$ cat config.mk
export PLATFORM = sky130hd
export DESIGN_NAME = uart_tx_arbiter
export DESIGN_NICKNAME = d
export VERILOG_FILES = /design/src/rtl/uart_tx_arbiter.sv
export SDC_FILE = /design/constraint.sdc
export NUM_CORES = 1
export LEC_CHECK = 0
export BUFFER_PORTS_ARGS = -buffer_cell sky130_fd_sc_hd__buf_2
export CAP_MARGIN = 15
export CELL_PAD_IN_SITES_DETAIL_PLACEMENT = 0
export CELL_PAD_IN_SITES_GLOBAL_PLACEMENT = 1
export CORE_AREA = 2 2 69 71
export DETAILED_ROUTE_END_ITERATION = 7
export DIE_AREA = 0 0 71 73
export PLACE_DENSITY_LB_ADDON = 0.1
export SETUP_SLACK_MARGIN = 0.4
export SLEW_MARGIN = 30
export SYNTH_ARGS = -nofsm -noshare
export SYNTH_HDL_FRONTEND = slang
export SYNTH_SLANG_ARGS = --single-unit
$ cat constraint.sdc
create_clock -name clk -period 2.94 [get_ports clk]
set_input_delay 0.441 -clock clk [delete_from_list [all_inputs] [get_ports clk]]
set_output_delay 0.441 -clock clk [all_outputs]
set_load 0.005 [all_outputs]
$ cat src/rtl/uart_tx_arbiter.sv
// uart_tx_arbiter: shares one uart_tx (start/busy handshake) between NUM_REQ
// byte sources. Round-robin grant; a granted source may send up to MAX_BURST
// back-to-back bytes before the grant rotates. A launch that never sees
// tx_busy rise within ACK_TIMEOUT cycles is abandoned.
//
// state     | meaning
// ----------+-----------------------------------------------------------
// IDLE      | no transfer; arbitrate among req_valid from last_grant+1
// SEND      | one cycle: raise tx_start and req_ready[grant_id] next edge
// WAIT_ACK  | waiting for uart_tx to accept (tx_busy high) or timeout
// WAIT_DONE | uart_tx busy; on fall, continue burst or release grant
module uart_tx_arbiter #(
  parameter int NUM_REQ     = 4,
  parameter int MAX_BURST   = 4,
  parameter int ACK_TIMEOUT = 16,
  localparam int GW = (NUM_REQ > 1) ? $clog2(NUM_REQ) : 1
) (
  input  logic                 clk,
  input  logic                 rst,
  input  logic [NUM_REQ-1:0]   req_valid,
  input  logic [8*NUM_REQ-1:0] req_data,
  output logic [NUM_REQ-1:0]   req_ready,
  output logic [7:0]           tx_data,
  output logic                 tx_start,
  input  logic                 tx_busy,
  output logic [GW-1:0]        grant_id,
  output logic                 active
);

  localparam int BW = (MAX_BURST > 1) ? $clog2(MAX_BURST) : 1;
  localparam int AW = (ACK_TIMEOUT > 1) ? $clog2(ACK_TIMEOUT) : 1;
  localparam logic [BW-1:0] BURST_LAST = BW'(MAX_BURST - 1);
  localparam logic [AW-1:0] ACK_LOAD   = AW'(ACK_TIMEOUT - 1);

  typedef enum logic [1:0] {
    IDLE      = 2'd0,
    SEND      = 2'd1,
    WAIT_ACK  = 2'd2,
    WAIT_DONE = 2'd3
  } state_t;

  state_t          state;
  logic [GW-1:0]   last_grant;
  logic [BW-1:0]   burst_cnt;
  logic [AW-1:0]   ack_cnt;
  logic [7:0]      req_bytes [NUM_REQ];
  logic            arb_hit;
  logic [GW-1:0]   arb_idx;

  // unpack the flat request bus into one byte per requester
  always_comb begin
    for (int i = 0; i < NUM_REQ; i++) begin
      req_bytes[i] = req_data[8*i +: 8];
    end
  end

  // round-robin pick: scan downward so the index nearest after last_grant
  // is assigned last and wins; all indices resolved in a single cycle
  always_comb begin
    int          idx;
    logic [GW-1:0] idx_c;
    arb_hit = 1'b0;
    arb_idx = '0;
    idx     = 0;
    idx_c   = '0;
    for (int k = NUM_REQ; k >= 1; k--) begin
      idx   = (int'(last_grant) + k) % NUM_REQ;
      idx_c = GW'(idx);
      if (req_valid[idx_c]) begin
        arb_hit = 1'b1;
        arb_idx = idx_c;
      end
    end
  end

  assign active = (state != IDLE);

  // sequencing FSM with registered launch/consume pulses; the ack timer is a
  // down-counter loaded on launch and expiring at zero
  always_ff @(posedge clk or posedge rst) begin
    if (rst) begin
      state      <= IDLE;
      req_ready  <= '0;
      tx_start   <= 1'b0;
      tx_data    <= '0;
      grant_id   <= '0;
      burst_cnt  <= '0;
      ack_cnt    <= '0;
      last_grant <= GW'(NUM_REQ - 1);
    end else begin
      tx_start  <= 1'b0;
      req_ready <= '0;
      unique case (state)
        IDLE: begin
          if (arb_hit) begin
            tx_data   <= req_bytes[arb_idx];
            grant_id  <= arb_idx;
            burst_cnt <= '0;
            state     <= SEND;
          end
        end
        SEND: begin
          tx_start  <= 1'b1;
          req_ready <= NUM_REQ'(1) << grant_id;
          ack_cnt   <= ACK_LOAD;
          state     <= WAIT_ACK;
        end
        WAIT_ACK: begin
          if (tx_busy) begin
            state <= WAIT_DONE;
          end else if (ack_cnt == '0) begin
            // byte already consumed from the requester; it is simply lost
            last_grant <= grant_id;
            state      <= IDLE;
          end else begin
            ack_cnt <= ack_cnt - 1'b1;
          end
        end
        WAIT_DONE: begin
          if (!tx_busy) begin
            if (req_valid[grant_id] && (burst_cnt < BURST_LAST)) begin
              burst_cnt <= burst_cnt + 1'b1;
              tx_data   <= req_bytes[grant_id];
              state     <= SEND;
            end else begin
              last_grant <= grant_id;
              state      <= IDLE;
            end
          end
        end
        default: state <= IDLE;
      endcase
    end
  end

endmodule

* Word level (Yosys, flattened, before mapping)
Index checks and enable logic that the tools add are counted.
** Cells by class
- Equal/unequal tests :: 11
- Muxes and demuxes :: 48
- Add/subtract/negate cells :: 6
- Reductions and logical operators :: 12
- Shift operators :: 1
- Bitwise logic cells :: 2
- Order comparisons :: 8
** Operator list (number)
- 8-bit 2-to-1 mux :: 7
- 8-bit binary-select mux with 2-bit select :: 2
- 2-bit 2-to-1 mux :: 15
- 8-bit one-hot mux with 2 select lines :: 1
- 2-bit by 3-bit < comparator with 1-bit output, second input constant :: 5
- 2-bit != test, second input constant :: 7
- 4-bit 2-to-1 mux :: 3
- 1-bit 2-to-1 mux :: 11
- 1-bit binary-select mux with 2-bit select :: 5
- 2-bit one-hot mux with 2 select lines :: 2
- 2-bit one-hot mux with 4 select lines :: 1
- 4-bit one-hot mux with 2 select lines :: 1
- 2-bit nonzero test :: 4
- 2-bit by 1-bit adder with 2-bit output, second input constant :: 3
- 3-bit >= comparator, second input constant :: 2
- 2-bit inverter with 3-bit output :: 2
- 3-bit AND reduction :: 2
- 5-bit AND reduction :: 1
- 2-bit adder, second input constant :: 2
- 2-bit == test, second input constant :: 2
- 4-bit zero test :: 1
- 4-bit AND reduction :: 1
- 1-bit by 2-bit << shifter with 4-bit output, first input constant :: 1
- 4-bit by 1-bit subtractor with 4-bit output, second input constant :: 1
- other kinds (6) :: 6
** Storage, ports and cells
- Register bits after elaboration :: 25
- Input bits :: 39
- Word-level logic and storage cells :: 96
- Output and inout bits :: 16

* Longest topological paths before layout
Gate-level depths: netlist of the first run.
- Depth in word-level cells :: 13
- Mapped depth :: 7
- Gate-level depth less buffers :: 7

* Worst setup path before layout of the first run
Ideal clock, no wire load.
- Path kind :: reg-to-reg
- From :: reg last_grant[1]
- To :: reg tx_data[1]
- Clock period less this slack :: 1964 ps
- Buffers on the path :: 2
- Data required time :: 2820 ps
- Data arrival time :: 1843 ps
- Stages on the path, launching flop included :: 8
- Setup slack :: 976 ps
- Cells stage by stage :: dfstp_2 mux2i_1 a2bb2oi_2 and2_0 buf_2 buf_2 o2111ai_1 a41o_1
** On the way
- Word-level cells in the longest chain between the ends :: 13
** Ends and longest elaborated chain
- start: declaration :: RTL line 43 : logic [GW-1:0] last_grant;
- start signal: assignment :: RTL line 89 : last_grant <= GW'(NUM_REQ - 1);
- start signal: assignment :: RTL line 113 : last_grant <= grant_id;
- start signal: assignment :: RTL line 126 : last_grant <= grant_id;
- 2-bit by 1-bit adder with 2-bit output :: RTL line 67 : idx = (int'(last_grant) + k) % NUM_REQ;
- 1-bit binary-select mux with 2-bit select :: RTL line 69 : if (req_valid[idx_c]) begin
- 1-bit 2-to-1 mux (implied by the code) :: RTL line 69
- 2-bit 2-to-1 mux (4 in series) :: RTL line 69
- 2-bit inverter with 3-bit output (implied by the code) :: RTL line 96 : tx_data <= req_bytes[arb_idx];
- 8-bit binary-select mux with 2-bit select :: RTL line 96
- 8-bit 2-to-1 mux (implied by the code) (2 in series) :: RTL line 96
- 8-bit 2-to-1 mux :: RTL line 95 : if (arb_hit) begin
- 8-bit one-hot mux with 2 select lines :: RTL line 93 : unique case (state)
- end signal: assignment :: RTL line 96
- end signal: assignment :: RTL line 123 : tx_data <= req_bytes[grant_id];
- end: declaration :: RTL line 23 : output logic [7:0] tx_data,
Several ways; a longest one is shown, not always the timed one. The select of a mux whose other input is x is not followed.
A chain may end at the register's enable or synchronous reset.

* Final worst setup path of the first run
- From :: reg state[0]
- To :: reg tx_data[0]
** On the way
- Word-level cells in the longest chain between the ends :: 3
** Ends and longest elaborated chain
- start: declaration :: RTL line 42 : state_t state;
- start signal: assignment :: RTL line 82 : state <= IDLE;
- start signal: assignment :: RTL line 99 : state <= SEND;
- start signal: assignment :: RTL line 106 : state <= WAIT_ACK;
- 2-bit == test or 2-bit zero test (tied branches) :: RTL line 93
- 2-bit != test (no source line) or 2-bit nonzero test (tied branches)
- 4-bit AND reduction (no source line)
Several ways; a longest one is shown, not always the timed one.

==> impl_metrics.sql, run 1 <==
INSERT INTO impl_metrics (metric_group, metric, value, unit) VALUES
('drt', 'number_of_drc_markers_in_iteration_0', '102', ''),
('floorplan', 'starting_utilization_of_the_core_area', '0.391', ''),
('cells_and_area', 'layout.cells.non_filler', '286', ''),
('drt', 'remaining_drc_errors', '0', ''),
('clock_tree', 'cts.root.buffer_cell', 'clkbuf_8', ''),
('clock_tree', 'cts_sinks', '25', ''),
('power', 'power_per_cell_area', '906', 'nW/µm²'),
('placement', 'place.detailed.instances', '282', ''),
('floorplan', 'row_count', '25', ''),
('min_path', 'worst_hold_path_type', 'in2async', ''),
('drt', 'drt.antenna.violating_nets', '0', ''),
('placement', 'pre_cts_slack', '0.485', 'ns'),
('logic_synthesis', 'synth_xor_xnor_area_share', '0', ''),
('global_route', 'grt_pass1_wl', '8070', 'µm'),
('logic_synthesis', 'netlist_instances', '181', ''),
('placement', 'replace_congestion', '0.775', ''),
('global_route', 'grt_antenna_before_repair', '0', ''),
('logic_synthesis', 'netlist-cell-type-count', '41', ''),
('floorplan', 'core_area', '4540', 'µm²'),
('floorplan', 'floorplan.die_area', '5180', 'µm²'),
('clock_tree', 'clk_transition_reported_paths', '0.10', 'ns'),
('worst_setup_path', 'crit-reg2reg-launch', 'state[0]', ''),
('clock_tree', 'cts_buffers', '3', ''),
('cells_and_area', 'post-route-util', '0.470', ''),
('worst_setup_path', 'critPathKind', 'reg2reg', ''),
('logic_synthesis', 'synth_compound_gate_area_share', '0.214', ''),
('global_route', 'first_global_vias', '1672', ''),
('floorplan', 'fp.dieH', '73', 'µm'),
('worst_setup_path', 'worstRegToRegCells', '5', ''),
('status', 'result_of_the_run', 'finished clean', ''),
('cells_and_area', 'antenna-diode-count', '0', ''),
('sta', 'tightestPinTransition', '0.693', 'ns'),
('logic_synthesis', 'synth_area_per_cell', '9.80', 'µm²'),
('logic_synthesis', 'yosys.area.top_type', 'dfrtp_1', ''),
('flow_run', 'timing.max_cap.violations', '0', ''),
('clock_tree', 'tritoncts', 'built', ''),
('drt', 'route.detailed.vias_per_inst', '5.94', ''),
('logic_synthesis', 'synth.top_cells.by_area', 'dfrtp_1, mux4_2, nand4_1, mux4_1, a41oi_1', ''),
('placement', 'dp_hpwl', '3660', 'µm'),
('global_route', 'total_grt_usage', '0.197', ''),
('power', 'leakage', '0.968', 'nW'),
('global_route', 'grt_max_degree', '26', ''),
('power', 'max-vdd-ir-drop', '0.327', 'mV'),
('drt', 'routed_len_inst', '17.3', 'µm'),
('logic_synthesis', 'adder_cell_fraction_of_synth_area', '0.0141', ''),
('worst_setup_path', 'timing.critical_path.from_type', 'register', ''),
('logic_synthesis', 'seq_area_frac_synth', '0.354', ''),
('sta', 'setup_viol', '0', ''),
('sta', 'maxClockFrequency', '0.424', 'GHz'),
('drt', 'route.final.wire_length', '4940', 'µm'),
('logic_synthesis', 'synth_top_family_by_area', 'compound AO/OA/AOI/OAI gates', ''),
('cells_and_area', 'most_frequent_standard_cell_in_the_layout_excluding_fill_and_tap_cells', 'buf_2', ''),
('logic_synthesis', 'synth-simple-area-share', '0.200', ''),
('sta', 'finalMaxSlewViolations', '0', ''),
('cells_and_area', 'final_cell_mix', 'buf_2, dfrtp_1, inv_1', ''),
('logic_synthesis', 'ys_seq_elements', '25', ''),
('sta', 'final.min_clock_period', '2.36', 'ns'),
('sta', 'worst_skew', '0.00166', 'ns'),
('cells_and_area', 'area_growth_syn_to_layout', '20.2', '%'),
('sta', 'rel_slew_slack', '0.533', ''),
('sta', 'final_min_period_over_clock_period', '0.802', ''),
('sta', 'final_worst_slack', '0.582', 'ns'),
('worst_setup_path', 'worst_ep_arrival_time', '2.55', 'ns'),
('logic_synthesis', 'total_standard_cell_area_after_synthesis', '1770', 'µm²'),
('worst_setup_path', 'reg2reg_to', 'tx_data[0]', ''),
('clock_tree', 'insertion_delay_of_the_later_clocked_pin_in_the_worst_skew_pair', '0.27', 'ns'),
('worst_setup_path', 'worst-endpoint-required', '3.13', 'ns'),
('worst_setup_path', 'critPathCaptureType', 'register', ''),
('logic_synthesis', 'synth.top_cell.area_share', '0.325', ''),
('placement', 'portBuffers', '54', ''),
('cells_and_area', 'fraction_of_layout_cells_with_a_size_suffix_above_1', '0.358', '');
[cells in the mapped netlist, drive strengths merged]
cell type  count
inv           18
and2           2
a21boi         1
clkbuf         5
dfrtp         23
and3           4
o221ai         1
o22ai          1
o2111ai        2
dfstp          2
or2            2
a311oi         7
buf            6
nor2b          9
mux2           3
o211ai         1
nand4         15
a21oi          3
mux4           9
nor2          13
a2111oi        7
nand3          1
mux2i          1
o21bai         1
nand3b         1
o41ai          1
nand2b         3
or3b           1
nor3           3
o21ai         10
a41oi          8
nand2         12
ha             2
a41o           1
a2bb2oi        1
o211a          1
[report_power, final]
part | internal (mW) | total [mW] | leakage (nW) | switching (mW)
Combinational | 0.494 | 1.12 | 0.655 | 0.626
Sequential | 0.492 | 0.595 | 0.291 | 0.103
Clock | 0.0961 | 0.216 | 0.0217 | 0.120
[how the worst max path moves through the flow]
stage / to / start
6_report: tx_data[0] / state[0]
3_3_place_gp: tx_data[1] / last_grant[1]
2_1_floorplan: tx_data[1] / last_grant[1]
5_1_grt: tx_data[0] / state[0]
4_1_cts: tx_data[1] / last_grant[1]
3_5_place_dp: tx_data[1] / last_grant[1]
[state kept, by name (all words and copies together) (netlist names)]
signal / count
tx_data: 8
ack_cnt: 4
req_ready: 4
burst_cnt: 2
grant_id: 2
last_grant: 2
state: 2
tx_start: 1
[logic make-up after synthesis]
family / after synthesis
and+or+nand+nor: 66
AOI/OAI and AO/OA: 46
buffers and inverters: 29
DFF: 25
muxes: 13
adders and majority gates: 2
[layer usage]
layer / routed length [µm] / share of wire / vias up / track usage
met2: 2590 / 0.52 / 51 / 0.363
met1: 2060 / 0.42 / 839 / 0.243
met3: 208 / 0.042 / 11 / 0.0262
met5: 0 / 0 / - / 0
li1: - / - / 798 / -
met4: 80 / 0.016 / 0 / 0.0482
[layout make-up]
cell class	instances	area (µm²)
well taps	54	67.6
clock inverters	1	7.51
flip-flops and latches	25	628
clock buffers	3	41.3
inverters	18	67.6
fillers	456	2400
multi-input cells	127	1020
repair buffers	58	300
[critical path, cell delays in order (launching register included)]
cell and delay [ns]:
dfrtp_1 0.47, nand2_1 0.46, o221ai_1 0.46, a2111oi_0 0.56, a311oi_1 0.11, a41oi_1 0.21
[metrics by stage]
| stage | area (µm²) | power [mW] |
|---|---|---|
| floorplan | 1770 | 1.40 |
| global placement | 2080 | 1.68 |
| detailed placement | 2080 | 1.72 |
| CTS | 2130 | 1.94 |
| global route | 2130 | 2.09 |
| finish | 2130 | 1.93 |
[what timing repair did]
| action | CTS | global route |
|---|---|---|
| endpoints found under the setup margin | 0 | 8 |
| gates resized for setup | 0 | 2 |
| hold buffers | 0 | 0 |
| setup buffers | 0 | 0 |
Power figures use the tool's default switching activity.
==> run 2: changes to the inputs <==
CORE_AREA = 2 2 75 77   (was 2 2 69 71)
DIE_AREA = 0 0 77 79   (was 0 0 71 73)
clock period = 1.9 ns   (was 2.94 ns; I/O delays follow)
==> impl_metrics.sql, run 2 (synthesized netlist as in run 1, its figures left out) <==
INSERT INTO impl_metrics (metric_group, metric, value, unit) VALUES
('floorplan', 'floorplan.die_area', '6080', 'µm²'),
('worst_setup_path', 'cpMostUsedCell', 'buf_4', ''),
('power', 'max-vdd-ir-drop', '0.553', 'mV'),
('clock_tree', 'clk_transition_reported_paths', '0.08', 'ns'),
('drt', 'number_of_drc_markers_in_iteration_0', '73', ''),
('worst_setup_path', 'crit_path_cell_trace', 'buf_4 > nand3b_1 > nand2_4 > buf_4 > a2111oi_1 > a311oi_1 > a41oi_2', ''),
('drt', 'route.detailed.vias_per_inst', '5.38', ''),
('floorplan', 'starting_utilization_of_the_core_area', '0.332', ''),
('global_route', 'grt_max_degree', '25', ''),
('worst_setup_path', 'timing.critical_path.from_type', 'register', ''),
('floorplan', 'io_pins', '55', ''),
('min_path', 'worst_hold_path_type', 'in2async', ''),
('sta', 'final_min_period_over_clock_period', '1.02', ''),
('placement', 'portBuffers', '54', ''),
('clock_tree', 'insertion_delay_of_the_later_clocked_pin_in_the_worst_skew_pair', '0.26', 'ns'),
('worst_setup_path', 'worst_ep_arrival_time', '2.06', 'ns'),
('floorplan', 'row_count', '27', ''),
('floorplan', 'floorplan.die.width', '77', 'µm'),
('sta', 'fin_hold_ws', '0.0490', 'ns'),
('cells_and_area', 'final_cell_mix', 'buf_2, dfrtp_1, buf_4', ''),
('sta', 'rel_slew_slack', '0.634', ''),
('power', 'power_per_cell_area', '1450', 'nW/µm²'),
('flow_run', 'timing.max_cap.violations', '0', ''),
('cells_and_area', 'largest-register', 'tx_data', ''),
('worst_setup_path', 'critPathBufInv', '2', ''),
('clock_tree', 'htree_levels', '1', ''),
('status', 'failed_checks', 'setup timing', ''),
('global_route', 'gr-total-overflow', '0', ''),
('sta', 'tightestPinTransition', '0.549', 'ns'),
('cells_and_area', 'fin_nets', '298', ''),
('cells_and_area', 'final_area', '2540', 'µm²'),
('sta', 'maxClockFrequency', '0.518', 'GHz'),
('floorplan', 'core_area', '5340', 'µm²'),
('placement', 'dp_hpwl', '4280', 'µm'),
('worst_setup_path', 'critPathCaptureType', 'register', ''),
('worst_setup_path', 'critPathSlowestCell', 'dfstp_2', ''),
('sta', 'final.min_clock_period', '1.93', 'ns'),
('global_route', 'grt_antenna_before_repair', '0', ''),
('placement', 'replace_congestion', '0.837', ''),
('worst_setup_path', 'critPathMaxStageDelay', '0.59', 'ns'),
('sta', 'final-hold-violation-count', '0', ''),
('status', 'result_of_the_run', 'complete, but fails checks', ''),
('clock_tree', 'cts-root-to-sink-buffers', '2', ''),
('cells_and_area', 'largest_reg_flops', '8', ''),
('sta', 'setup_viol', '7', ''),
('sta', 'finalMaxSlewViolations', '0', ''),
('clock_tree', 'cts.root.buffer_cell', 'clkbuf_8', ''),
('sta', 'worst_skew', '0.00146', 'ns'),
('drt', 'route.final.wire_length', '5530', 'µm'),
('cells_and_area', 'most_frequent_standard_cell_in_the_layout_excluding_fill_and_tap_cells', 'buf_2', ''),
('global_route', 'first_global_vias', '1728', ''),
('worst_setup_path', 'crit_fanout', '8', ''),
('power', 'finalPower', '3.68', 'mW'),
('drt', 'routed_len_inst', '16.8', 'µm'),
('cells_and_area', 'fraction_of_layout_cells_with_a_size_suffix_above_1', '0.523', ''),
('clock_tree', 'cts_sinks', '25', ''),
('cells_and_area', 'antenna-diode-count', '0', ''),
('sta', 'final_worst_slack', '-0.0316', 'ns'),
('worst_setup_path', 'worst-endpoint-required', '2.03', 'ns'),
('worst_setup_path', 'cpLargestDelayFamily', 'flip-flops', ''),
('drt', 'drt.antenna.violating_nets', '0', ''),
('drt', 'remaining_drc_errors', '0', ''),
('drt', 'drtPass1Iterations', '4', ''),
('cells_and_area', 'top_registers', 'tx_data: 8 flops, ack_cnt: 4 flops, req_ready: 4 flops', ''),
('global_route', 'total_grt_usage', '0.181', ''),
('placement', 'placed_cell_area', '2290', 'µm²'),
('clock_tree', 'tritoncts', 'built', ''),
('sta', 'rsz0062_at_grt', 'true', ''),
('global_route', 'grt_pass1_wl', '8870', 'µm'),
('drt', 'num_vias', '1765', ''),
('worst_setup_path', 'critPathKind', 'reg2reg', ''),
('power', 'leakage', '1.11', 'nW'),
('floorplan', 'fp.dieH', '79', 'µm'),
('cells_and_area', 'area_growth_syn_to_layout', '43.3', '%'),
('clock_tree', 'cts_buffers', '3', '');
## run 2: through the flow
| step | TNS (ns) | setup slack, ns | utilization | cells |
|---|---|---|---|---|
| after floorplan | -0.0391 | -0.0223 | - | 181 |
| after global placement | -0.404 | -0.0711 | 0.430 | 319 |
| after detailed placement | -0.503 | -0.0832 | 0.430 | 319 |
| after CTS | -0.0333 | -0.0189 | 0.450 | 325 |
| after global routing | -0.724 | -0.105 | 0.476 | 328 |
| final | -0.111 | -0.0316 | 0.476 | 328 |
## run 2: final timing paths
| check | start | slack, ns | cells after the start | endpoint |
|---|---|---|---|---|
| hold / removal | rst | 0.05 | 2 | req_ready[3] |
| hold reg to reg | ack_cnt[0] | 0.51 | 1 | ack_cnt[0] |
| setup reg to reg | last_grant[1] | -0.03 | 7 | tx_data[5] |
| min in group clk | tx_busy | 0.31 | 3 | state[0] |
| max in group asynchronous | rst | 1.26 | 3 | grant_id[0] |
| setup / recovery | last_grant[1] | -0.03 | 7 | tx_data[5] |
## run 2: metal layers
metal,routed length [µm],track usage,part of all wire,vias to the layer above
li1,-,-,-,851
met5,0,0,0,-
met2,2760,0.309,0.50,48
met3,226,0.0205,0.041,6
met4,47,0.0429,0.0085,0
met1,2500,0.250,0.45,860
## run 2: area by class of cell
type,count,area (µm²)
Clock buffer,3,41.3
Clock inverter,1,5.00
Fill cell,544,2800
Inverter,18,67.6
Multi-Input combinational cell,128,1200
Sequential cell,25,629
Tap cell,72,90.1
Timing Repair Buffer,81,504
## run 2: report_power, final
part / leakage [nW] / internal, mW / switching (mW)
combinational: 0.795 / 1.22 / 1.23
sequential: 0.290 / 0.765 / 0.162
clock: 0.0255 / 0.146 / 0.162
## run 2: repair_timing
item	CTS	global route
gates resized for setup	15	30
endpoints found under the setup margin	16	16
pin swaps	3	10
hold buffers	0	0
gates cloned	1	1
buffers inserted	1	2
